**config.mk**
```make
export PLATFORM = sky130hd
export DESIGN_NAME = reg_context_ctrl
export DESIGN_NICKNAME = d
export VERILOG_FILES = /design/src/rtl/reg_context_ctrl.sv
export SDC_FILE = /design/constraint.sdc
export NUM_CORES = 1
export LEC_CHECK = 0
export CELL_PAD_IN_SITES_DETAIL_PLACEMENT = 0
export CELL_PAD_IN_SITES_GLOBAL_PLACEMENT = 1
export CORE_MARGIN = 8
export CORE_UTILIZATION = 32
export DETAILED_ROUTE_END_ITERATION = 16
export PLACE_DENSITY = 0.89
export SLEW_MARGIN = 20
export SYNTH_ARGS = -nofsm -noshare
export SYNTH_HDL_FRONTEND = slang
export SYNTH_SLANG_ARGS = --single-unit
```
**constraint.sdc**
```tcl
create_clock -name clk -period 2.95 [get_ports clk]
set_clock_uncertainty 0.05 [all_clocks]
set_input_delay 0.59 -clock clk [delete_from_list [all_inputs] [get_ports clk]]
set_output_delay 0.59 -clock clk [all_outputs]
set_load 0.02 [all_outputs]
```
**src/rtl/reg_context_ctrl.sv**
```systemverilog
// reg_context_ctrl
//   Save/restore sequencer for a masked subset of the 16 CPU registers,
//   used on call and interrupt entry/exit. The stack grows down and SP is
//   pre-decremented on push. While busy the block owns the register-file
//   write port and one read port and drives the data-memory port.
//
// Ports
//   clk, reset                       clock (rising edge), sync active-high reset
//   save_req, restore_req            start requests, sampled only when idle
//   reg_mask                         bit i selects register i, captured at accept
//   sp_in                            current SP from the register file
//   busy, done                       status; done is a one-cycle pulse
//   rf_read_reg / rf_read_data       async register-file read port
//   rf_write_reg / rf_write_data /
//   rf_reg_write                     register-file write port
//   mem_addr / mem_wdata / mem_we /
//   mem_re / mem_rdata               data-memory port, read data one cycle late
module reg_context_ctrl #(
  parameter int unsigned DATA_W   = 16,
  parameter logic [3:0]  SP_REG   = 4'd14,
  parameter logic [3:0]  ZERO_REG = 4'd15
) (
  input  logic              clk,
  input  logic              reset,
  input  logic              save_req,
  input  logic              restore_req,
  input  logic [15:0]       reg_mask,
  input  logic [DATA_W-1:0] sp_in,
  output logic              busy,
  output logic              done,
  output logic [3:0]        rf_read_reg,
  input  logic [DATA_W-1:0] rf_read_data,
  output logic [3:0]        rf_write_reg,
  output logic [DATA_W-1:0] rf_write_data,
  output logic              rf_reg_write,
  output logic [DATA_W-1:0] mem_addr,
  output logic [DATA_W-1:0] mem_wdata,
  output logic              mem_we,
  output logic              mem_re,
  input  logic [DATA_W-1:0] mem_rdata
);

  typedef enum logic [2:0] {
    S_IDLE, S_SAVE, S_RST_RD, S_RST_WR, S_SP_UPD, S_DONE
  } state_t;

  state_t            state_q, state_d;
  logic [15:0]       mask_q, mask_d;
  logic [3:0]        idx_q, idx_d;
  logic [DATA_W-1:0] sp_q, sp_d;
  logic [15:0]       eff_mask;

  function automatic logic [3:0] hi_idx(input logic [15:0] m);
    hi_idx = '0;
    for (int unsigned i = 0; i < 16; i++)
      if (m[i]) hi_idx = 4'(i);
  endfunction

  function automatic logic [3:0] lo_idx(input logic [15:0] m);
    lo_idx = '0;
    for (int unsigned i = 16; i > 0; i--)
      if (m[i-1]) lo_idx = 4'(i - 1);
  endfunction

  always_comb begin
    eff_mask           = reg_mask;
    eff_mask[SP_REG]   = 1'b0;
    eff_mask[ZERO_REG] = 1'b0;
  end

  // Next state. The index of the register handled next is precomputed from
  // the remaining mask so that every output decodes from registered state:
  // highest set bit while saving, lowest set bit while restoring.
  always_comb begin
    state_d = state_q;
    mask_d  = mask_q;
    sp_d    = sp_q;
    unique case (state_q)
      S_IDLE: begin
        if (save_req || restore_req) begin
          mask_d = eff_mask;
          sp_d   = sp_in;
          if (eff_mask == '0)   state_d = S_DONE;
          else if (save_req)    state_d = S_SAVE;
          else                  state_d = S_RST_RD;
        end
      end
      S_SAVE: begin
        mask_d[idx_q] = 1'b0;
        sp_d          = sp_q - DATA_W'(1);
        if (mask_d == '0) state_d = S_SP_UPD;
      end
      S_RST_RD: state_d = S_RST_WR;
      S_RST_WR: begin
        mask_d[idx_q] = 1'b0;
        sp_d          = sp_q + DATA_W'(1);
        state_d       = (mask_d == '0) ? S_SP_UPD : S_RST_RD;
      end
      S_SP_UPD: state_d = S_DONE;
      S_DONE:   state_d = S_IDLE;
      default:  state_d = S_IDLE;
    endcase
    idx_d = (state_d == S_SAVE) ? hi_idx(mask_d) : lo_idx(mask_d);
  end

  always_ff @(posedge clk) begin
    if (reset) begin
      state_q <= S_IDLE;
      mask_q  <= '0;
      idx_q   <= '0;
      sp_q    <= '0;
    end else begin
      state_q <= state_d;
      mask_q  <= mask_d;
      idx_q   <= idx_d;
      sp_q    <= sp_d;
    end
  end

  always_comb begin
    busy          = 1'b0;
    done          = 1'b0;
    rf_read_reg   = '0;
    rf_write_reg  = '0;
    rf_write_data = '0;
    rf_reg_write  = 1'b0;
    mem_addr      = '0;
    mem_wdata     = '0;
    mem_we        = 1'b0;
    mem_re        = 1'b0;
    unique case (state_q)
      S_SAVE: begin
        busy        = 1'b1;
        rf_read_reg = idx_q;
        mem_addr    = sp_q - DATA_W'(1);
        mem_wdata   = rf_read_data;
        mem_we      = 1'b1;
      end
      S_RST_RD: begin
        busy     = 1'b1;
        mem_re   = 1'b1;
        mem_addr = sp_q;
      end
      S_RST_WR: begin
        busy          = 1'b1;
        rf_write_reg  = idx_q;
        rf_write_data = mem_rdata;
        rf_reg_write  = 1'b1;
      end
      S_SP_UPD: begin
        busy          = 1'b1;
        rf_write_reg  = SP_REG;
        rf_write_data = sp_q;
        rf_reg_write  = 1'b1;
      end
      S_DONE:  done = 1'b1;
      default: ;
    endcase
  end

endmodule
```
# == After elaboration in Yosys (flattened, before gate mapping) ==
# Index checks and enable logic that the tools add are counted.
# op_classes
n_addsub,2
bitwise,2
n_mux,54
n_lt_le_gt_ge,2
n_eq_ne,7
n_reduce_logical,10
# ops
cell,n
two-way mux 4 bit,32
case mux 16 bit (2 select lines),3
two-way mux 16 bit,3
case mux 16 bit (3 select lines),1
zero test 16 bit,2
adder 16 x 1 -> 16 bit (second input constant),1
bitwise AND 16 bit,1
inverter 16 bit,1
subtractor 16 x 1 -> 16 bit (second input constant),1
case mux 3 bit (5 select lines),1
two-way mux 3 bit,4
case mux 4 bit (2 select lines),1
two-way mux 1 bit,7
== test 3 x 1 -> 1 bit (second input constant),2
== test 3 x 2 -> 1 bit (second input constant),2
== test 3 bit (second input constant),2
< comparator 4 x 5 -> 1 bit (second input constant),1
demux 1 bit (select 4 bit),1
greater-or-equal comparator 4 x 1 -> 1 bit (second input constant),1
OR reduction 2 bit,2
OR reduction 4 bit,1
zero test 3 bit,1
nonzero test 3 bit,1
two-way mux 2 bit,1
other kinds (4),4
# totals
ff_bits,39
out_inout_bits,61

# == Depth between registers and ports, before layout ==
# depth
depth_word,24
ltp_mapped,11
ltp_nobuf,9

# == Worst setup path before layout ==
# Ideal clock, no wire load.
# synth_path
kind,register -> output
start,register state_q[0]
end,output mem_addr[9]
slack_ps,-250
n_path_buf,5
t_arrival_ps,2560
stages_incl_launch_ff,9
cell_sequence,dfxtp_1 > buf_2 > nor2b_1 > clkbuf_1 > clkbuf_1 > nand2_1 > clkbuf_1 > clkbuf_1 > o41ai_1
# synth_between
elab_chain_len,2
elab_cells_between_ends,3
classes_between,eq/ne: 2; mux: 1
# synth_rtl
element,line,source
"start, declared",47,"state_t state_q, state_d;"
"start signal, assigned",113,state_q <= state_d;
== test 3 x 2 -> 1 bit / == test 3 x 1 -> 1 bit (equally long branches),131,unique case (state_q)
case mux 16 bit (2 select lines) (*),131,
"end, declared",36,"output logic [DATA_W-1:0] mem_addr,"
# Mark *: on every way between the ends. The rest lies on a longest branch, timed or not.

# == Final worst setup path ==
# layout_path
start,register sp_q[0]
end,output mem_addr[15]
# layout_between
elab_chain_len,2
# layout_rtl
element,line,source
"start, declared",50,"logic [DATA_W-1:0] sp_q, sp_d;"
"start signal, assigned",116,sp_q <= sp_d;
subtractor 16 x 1 -> 16 bit,135,mem_addr = sp_q - DATA_W'(1);
case mux 16 bit (2 select lines),131,
# No other way between the ends.

==> flow_summary.yaml <==
floorplan:
  die_height_um: 122
  fp.dieW_um: 122
  start_util: 0.331
  num_rows: 38
  ioPinCount: 129
  core_area_um2: 10900
  dieArea_um2: 14900
synth:
  synth_fa_ha_area_frac: 0.00695
  synthFlopType: "dfxtp_1"
  synth_top_family_by_area: "compound AO/OA/AOI/OAI gates"
  yosysSeqAreaShare: 0.217
  async_flop_share: 0
  synth_compound_area_frac: 0.369
  synth_nets: 588
  ys_ff_latch: 39
  synth-xor-area-share: 0.0219
  synth-edff-count: 0
  synthSimpleGateAreaFrac: 0.297
  ys_warn_count: 0
  netlist-cell-type-count: 65
  muxShareOfSynthArea: 0.0149
  syn_avg_cell_area_um2: 6.95
  syn-cell-area_um2: 3600
  syn_inst: 518
layout:
  nNetsFinal: 742
  fillers: 1094
  mostFrequentLayoutCells: "113 x clkdlybuf4s50_1, 75 x buf_4, 48 x nand2_1, 48 x nor2_1, 39 x dfxtp_1"
  final_util: 0.507
  stdcell_area_um2: 5530
  drive_gt1_frac: 0.177
  antennaDiodeCount: 0
  area_growth_pct: 53.5
  layout_commonest_cell: "clkdlybuf4s50_1"
  final_cells: 812
routing:
  dr.pass1.iters: 6
  drt-wirelength-per-cell_um: 18.2
  via_count: 4685
  drcViolationCount: 0
  initialDrtViolationCount: 432
  ant_nets: 0
  route.final.wire_length_um: 14800
  via_per_inst: 5.77
power:
  internal-power_mw: 2.75
  netSwitchingFraction: 0.499
  power.density_nw_per_um2: 992
  power.switching_mw: 2.73
  combPwrFrac: 0.751
  leakage_nw: 2.22
  seqPwrFrac: 0.180
  clockPowerShare: 0.070
  ir_drop_uv: 426
critical_path:
  critPathRequiredTime_ns: 2.31
  path_class: "reg -> out"
  reg2reg_setup_slack_ns: 0.15
  arrival_ns: 2.42
  cp-start-kind: "register"
  critPathCaptureType: "output port"
  worst-path-max-fanout: 3
placed_design:
  io_buffers: 126
  dp_hpwl_um: 11100
  gp_congestion: 0.911
  dp_slack_ns: -0.220
  dp.cells: 802
  place_area_um2: 5370
sta:
  rsz0062_at_grt: "yes"
  worst_pin_slew_ns: 0.665
  finalHoldViolations: 0
  final_max_slew_viol_count: 0
  finalCritPeriodShare: 1.04
  finalHoldWorstSlack_ns: 0.528
  setup_ws_ns: -0.106
  min_period_ns: 3.06
  fmax_mhz: 327
  maxSlewHeadroom: 0.552
  setup_violations: 2
cts:
  cts_htree_levels: 2
  cts_tree: "built"
  cts-buffers-inserted: 5
  ctsRootBufferMaster: "clkbuf_8"
  clk_pin_slew_ns: 0.08
  cts_max_path_buffers: 2
  cts.sinks: 39
  insertion_delay_ns: 0.29
global_route:
  antenna_found_initial: 0
  grt_pass1_vias: 4513
  grt_max_degree: 49
  grt_util_all_layers: 0.188
  grt_overflow_total: 0
  grt_pass1_wl_um: 23100
status:
  violations: "negative setup slack"
  status: "complete, but fails checks"
worst_hold_path:
  hold_class: "reg -> reg"
flow_run:
  cap_violations: 0
-- worst paths after layout --
| path | depth (start not counted) | endpoint | start |
|---|---|---|---|
| setup / recovery | 7 | mem_addr[15] | sp_q[0] |
| setup reg to reg | 8 | idx_q[1] | idx_q[2] |
| hold / removal | 2 | sp_q[15] | sp_q[15] |
| hold reg to reg | 2 | sp_q[15] | sp_q[15] |
-- metrics by stage --
step           TNS [ns]  power, mW
6_report         -0.159       5.48
5_1_grt          -0.502       5.86
4_1_cts          -0.183       5.37
3_5_place_dp     -0.821       4.96
3_3_place_gp     -0.498       4.88
2_1_floorplan   -0.0981       3.33
-- state kept, by name (all words and copies together) (netlist names) --
signal,cells
idx_q,4
mask_q,16
state_q,3
sp_q,16
-- power by group through the flow --
stage / Combinational (mW) / Sequential [mW] / Clock, mW
floorplan: 2.49 / 0.839 / 0
detailed placement: 3.99 / 0.972 / 0
finish: 4.11 / 0.986 / 0.381
global route: 4.43 / 1.02 / 0.414
global placement: 3.92 / 0.960 / 0
CTS: 4.01 / 0.970 / 0.385
-- cell type report --
type                       count  area (µm²)  share of cell area
timing repair buffer         199        1790               0.324
inverter                      12        48.8             0.00883
multi-input combinational    415        2650               0.479
tap                          140         175              0.0317
sequential                    39         781               0.141
clock inverter                 1        5.00            0.000906
clock buffer                   6        82.6              0.0149
-- synth_stat cells, drive strengths merged, types with 2 or more instances --
cell type,instances,area (µm²)
a211oi,13,97.6
a21o,2,15.0
a21oi,39,195
a221o,4,40.0
a221oi,16,140
a22o,13,114
a31oi,3,18.8
and2,5,31.3
and3,25,156
buf,8,50.1
clkbuf,44,168
dfxtp,39,781
ha,2,25.0
inv,12,45.0
mux2,3,33.8
mux2i,2,20.0
nand2,49,184
nand2b,9,56.3
nand3,10,50.1
nand3b,2,15.0
nand4,10,62.6
nor2,50,188
nor2b,11,68.8
nor3,10,50.1
nor3b,2,15.0
nor4,11,90.1
o211a,4,40.0
o211ai,6,50.1
o21a,5,37.5
o21ai,50,254
o221ai,2,23.8
o22ai,7,43.8
o311a,7,70.1
o31a,2,17.5
o31ai,6,45.0
o32ai,5,43.8
or3,2,12.5
or4,6,52.6
xnor2,4,35.0
xor2,5,43.8
-- layer usage --
metal	track usage	part of all wire	up-vias	wire [µm]
met4	0.0449	0.014	0	200
li1	-	-	2261	-
met1	0.234	0.43	2224	6340
met3	0.0389	0.068	19	1000
met2	0.324	0.49	181	7250
met5	0	0	-	0
-- logic make-up (layout without fill, tap and decap cells) --
family | Yosys count | count (layout)
AOI/OAI and AO/OA | 193 | 193
and+or+nand+nor | 206 | 206
buffers and inverters | 64 | 218
adders and majority gates | 2 | 2
DFF | 39 | 39
xor gates and xnor gates | 9 | 9
muxes | 5 | 5
-- repair_timing --
item / in CTS / in global routing
cloned: 0 / 0
setup endpoints to repair: 15 / 33
gates resized for setup: 38 / 24
hold buffers: 0 / 0
pin swaps: 3 / 4
buffers inserted: 1 / 2
-- worst max-delay path, cell delays in order (launching register included) --
cell	delay, ns
dfxtp_1	0.32
or4_4	0.56
nor4_4	0.24
nand3_2	0.14
nor4_2	0.21
xor2_1	0.23
a22o_1	0.16
clkdlybuf4s15_2	0.26
(Power assumes the default switching activity.)
==> edit 1: new RTL, config.mk and constraints unchanged <==
Change the parameter `DATA_W` from 16 to 18.
--- a/src/rtl/reg_context_ctrl.sv
+++ b/src/rtl/reg_context_ctrl.sv
@@ -16,7 +16,7 @@
 //   mem_addr / mem_wdata / mem_we /
 //   mem_re / mem_rdata               data-memory port, read data one cycle late
 module reg_context_ctrl #(
-  parameter int unsigned DATA_W   = 16,
+  parameter int unsigned DATA_W   = 18,
   parameter logic [3:0]  SP_REG   = 4'd14,
   parameter logic [3:0]  ZERO_REG = 4'd15
 ) (
Ports: changed (6 resized); port bits go from 129 to 141. No check against the original RTL was run, so the function may have changed too.
==> edit 1 against the original RTL <==
- the run still ends with setup timing left
- global-route usage is 0.72 points higher
- total power is 0.67% lower
- final area is 16% higher
- wire length is 13% higher
- area after synthesis is 9.7% higher
- setup slack worse by 0.25 ns
- sequential cell count is 2 higher
- register-to-register slack worse by 0.08 ns
- die area is 8.4% higher
- critical path type unchanged
==> edit 1: results (changes against the original RTL) <==
number of endpoints failing setup at the final stage=9 (+7); global-route wire length before repair=26400 microns (+14%); iteration-0 DRC count of the detailed router=494 (+14%); Post-synth top cells=65 x nor2_1, 62 x o21ai_0, 53 x clkbuf_1; Routed met2 length=8130 microns (+12%); via count of the first global-routing pass=5226 (+16%); worst setup path endpoint=mem_addr[13]; slack of the worst reg-to-reg path=0.07 ns (-0.08 ns); total half-perimeter wirelength after legalization and detailed placement=12600 microns (+14%); standby leakage power=2.59 nW (+17%); arrival time at the worst endpoint=2.66 ns (+0.24 ns); internal power=0.00289 W (+5.3%); Hold Crit Depth=2 (unchanged); ratio of cells with drive above 1 in the final layout=22.1% (+4.4 points); initial antenna violation count=0 (unchanged); sequential-to-total area share from yosys stat=20.8% (-0.90 points); largest net degree at the start of global routing=32 (-35%); routing usage on met3=3.54% (-0.35 points); Logic pwr share=74.2% (-0.9 points); wire length on met1=6930 microns (+9.5%); number of cell instances on the worst register-to-register path=9 (+1); Min-Delay Startpoint=mask_q[0]$_SDFF_PP0_; total vias in the final route=5329 (+14%); global router's overall resource usage=19.5% (+0.72 points); endpoint of the worst hold path=mask_q[0]$_SDFF_PP0_; largest registers=sp_q: 18 flops, mask_q: 16 flops, idx_q: 4 flops; nets@finish=836 (+13%); top cells by area in the synthesized netlist=dfxtp_1 21%, o21ai_0 7.9%, nor2_1 6.2%; normalized max-slew margin=45.5% (-9.7 points); cells after synthesis=574 (+11%); status=finished, violations left; met1 routing resource usage after global routing=23.5% (+0.16 points); violated checks=setup timing; worst reg2reg startpoint=sp_q[0]$_SDFFE_PP0P_; post-route setup slack=-0.354 ns (-0.248 ns); total clock buffers created by CTS=5 (unchanged); GP Congestion=0.932 (+2.3%); Root Buffer Master=clkbuf_16; Fill cells=1165 (+6.5%); number of iterations in the first detailed-routing pass=5 (-1); largest voltage drop on the vdd net=0.348 mV (-18%); endpoint of the lowest-slack register-to-register path=sp_q[13]$_SDFFE_PP0P_; number of placed instances, taps included=885 (+10%); quantity of I/O buffers inserted on ports=138 (+9.5%); Final Hold Slack=0.502 ns (-0.0262 ns); sequential share of power=15.8% (-2.2 points)
edit 1: cell count changes after synthesis, moves of 9 or more:
cell      before  now
nor2_1        50   65
o21ai_0       42   62
and2_1         5   27
clkbuf_1      42   53
nand2_1       49   40
and3_1        25    3
edit 1: cell families (layout without fill, tap and decap cells):
kind of cell | count (synthesis) | after routing | share of synthesized area, %
compound gates | 212 | 212 | 36.3
xor+xnor | 7 | 7 | 1.55
fa+ha+maj | 2 | 2 | 0.634
buf+inv | 73 | 259 | 7.35
flops | 41 | 41 | 20.8
mux | 7 | 7 | 1.87
simple gates | 232 | 232 | 31.5
edit 1: what timing repair did:
item | in CTS | in global routing
endpoints found under the setup margin | 14 | 17
gates resized for setup | 79 | 12
setup buffers | 12 | 3
pin swaps | 14 | 9
edit 1: cell type report:
type / instances / share of cell area, %
clock buffers: 7 / 2.23
multi-input cells: 460 / 47.4
repair buffers: 242 / 34.0
well taps: 147 / 2.87
flip-flops and latches: 41 / 12.8
inverters: 10 / 0.664
edit 1: metrics by stage:
step	util (%)	power (W)	area [sq um]	setup TNS [ns]	setup slack, ns
floorplan	-	0.00304	4060	-0.394	-0.181
global placement	50.4	0.00453	6050	-4.17	-0.545
detailed placement	50.4	0.00460	6050	-4.83	-0.591
CTS	52.9	0.00535	6350	-2.49	-0.392
global route	53.4	0.00580	6410	-2.98	-0.421
finish	53.4	0.00544	6410	-2.12	-0.354
edit 1: worst max-delay path: stages, from the launching register on:
cell and delay, ns:
dfxtp_2 0.32, or4_4 0.54, or4_4 0.43, or4_4 0.47
buf_4 0.16, buf_6 0.11, o31ai_2 0.17, buf_4 0.18
==> edit 2: new RTL, same settings <==
Made on the original files. Re-encode `state_t` (6 states) as Gray code, 3 bits wide.
--- a/src/rtl/reg_context_ctrl.sv
+++ b/src/rtl/reg_context_ctrl.sv
@@ -41,7 +41,7 @@
 );
 
   typedef enum logic [2:0] {
-    S_IDLE, S_SAVE, S_RST_RD, S_RST_WR, S_SP_UPD, S_DONE
+    S_IDLE = 3'b000, S_SAVE = 3'b001, S_RST_RD = 3'b011, S_RST_WR = 3'b010, S_SP_UPD = 3'b110, S_DONE = 3'b111
   } state_t;
 
   state_t            state_q, state_d;
Function: no difference found for any inputs over 10 cycles, from zero or initial values and one cycle with reset high; not proved beyond that.
==> edit 2 against the original RTL <==
- the run still ends with setup timing left
- final area increased by 8.2%
- core utilization rose by 1.4 points
- sequential share of layout area shrank 0.95 points
- total power up 29%
- largest cell class unchanged
- area after synthesis is 4.9% higher
- wire length grew 10%
- clock power rose by 62%
- setup slack got worse by 0.010 ns
- die area up 4.3%
- sequential cell count is the same
==> edit 2: results (changes against the original RTL) <==
Fill cells=1093 (-0.091%); total clock buffers created by CTS=5 (unchanged); number of iterations in the first detailed-routing pass=7 (+1); sequential-to-total area share from yosys stat=20.7% (-1.0 points); status=finished, violations left; Post-synth top cells=92 x nor2_1, 41 x clkbuf_1, 39 x dfxtp_1; Unique masters post-synth=70 (+7.7%); largest net degree at the start of global routing=31 (-37%); number of endpoints failing setup at the final stage=2 (unchanged); via count of the first global-routing pass=4798 (+6.3%); ratio of cells with drive above 1 in the final layout=21.1% (+3.4 points); iteration-0 DRC count of the detailed router=479 (+11%); initial antenna violation count=0 (unchanged); average vias per placed instance=5.81 (+0.62%); global router's overall resource usage=19.6% (+0.78 points); post-synthesis adder-cell area fraction=0.663% (-0.032 points); total half-perimeter wirelength after legalization and detailed placement=12400 microns (+12%); GP Congestion=0.939 (+3.1%); setup slack at placement=-0.401 ns (-0.181 ns); normalized max-slew margin=58.5% (+3.2 points); largest voltage drop on the vdd net=0.446 mV (+4.5%); post-route setup slack=-0.117 ns (-0.0102 ns); Setup TNS Final=-0.228 ns (-0.0692 ns); top cells by area in the synthesized netlist=dfxtp_1 21%, nor2_1 9.1%, a21oi_1 4.8%; standard cell area after detailed placement=0.00565 sq mm (+5.2%); standby leakage power=2.53 nW (+14%); Synth Net Count=611 (+3.9%); Post-Synth XOR/XNOR Area=3.94% (+1.8 points); nets@finish=785 (+5.8%); violated checks=setup timing; CP max FO=2 (-1); share of the synthesized area in compound gates (AO/OA/AOI/OAI)=30.7% (-6.2 points); longest individual stage delay on the worst path=0.38 ns (-0.18 ns); CP max-delay cell=or3b_4; CTS HTree Levels=2 (unchanged); clock slew at the register clock pins of the worst setup and hold paths=0.06 ns (-0.02 ns); Root Buffer Master=clkbuf_16; average routed wire per standard cell=19.0 microns (+4.4%); global-route wire length before repair=25700 microns (+11%)
-- edit 2: stage by stage --
stage / utilization, % / hold WS, ns / std cells
after floorplan: - / 0.404 / 541
after global placement: 49.2 / 0.440 / 844
after detailed placement: 49.2 / 0.448 / 844
after CTS: 51.1 / 0.456 / 854
after global routing: 52.2 / 0.514 / 858
final: 52.2 / 0.454 / 858
-- edit 2: final cells by class --
class	instances	area [sq um]	share of cell area, %
Sequential cell	39	788	13.2
Inverter	11	41.3	0.690
Timing Repair Buffer	218	1960	32.8
Clock buffer	6	129	2.15
Multi-Input combinational cell	440	2850	47.7
Tap cell	143	179	2.99
Clock inverter	1	30.0	0.502
-- edit 2: per-layer routing --
layer | global-route usage [%] | share of wire (%)
met2 | 33.4 | 49
met5 | 0 | 0
met1 | 24.4 | 42
met3 | 3.83 | 8.0
met4 | 5.24 | 1.1
-- edit 2: path summary, 6_finish.rpt --
path                                            start                     to  slack [ns]  cells after the start
worst max register to register    idx_q[0]$_SDFF_PP0_    idx_q[2]$_SDFF_PP0_        0.16                     10
worst min-delay path            mask_q[15]$_SDFF_PP0_  mask_q[15]$_SDFF_PP0_        0.45                      2
worst max-delay path             sp_q[1]$_SDFFE_PP0P_           mem_addr[14]       -0.12                     10
worst min register to register  mask_q[15]$_SDFF_PP0_  mask_q[15]$_SDFF_PP0_        0.45                      2
-- edit 2: logic make-up (layout without fill, tap and decap cells) --
| logic type | count (synthesis) | after routing |
|---|---|---|
| AO/OA/AOI/OAI | 165 | 165 |
| XOR/XNOR | 17 | 17 |
| adder cells (fa/ha/maj) | 2 | 2 |
| buffers and inverters | 62 | 236 |
| flip-flops | 39 | 39 |
| multiplexers | 18 | 18 |
| AND/OR/NAND/NOR | 238 | 238 |
-- edit 2: repair_timing --
| item | 4_1_cts | 5_1_grt |
|---|---|---|
| gates resized for setup | 36 | 46 |
| endpoints found under the hold margin | 0 | 0 |
| endpoints found under the setup margin | 32 | 47 |
| pin swaps | 4 | 9 |
| buffers inserted | 3 | 4 |
-- edit 2: tightest hold or removal path, delay by kind of cell, from the launching register on --
family,cells,cell delay (ns)
DFF,1,0.33
and+or+nand+nor,2,0.13
-- edit 2: power breakdown --
part	internal, W	switching, W	leakage [nW]
sequential	0.000733	0.000261	0.323
combinational	0.00252	0.00292	2.13
clock	0.000395	0.000223	0.0769
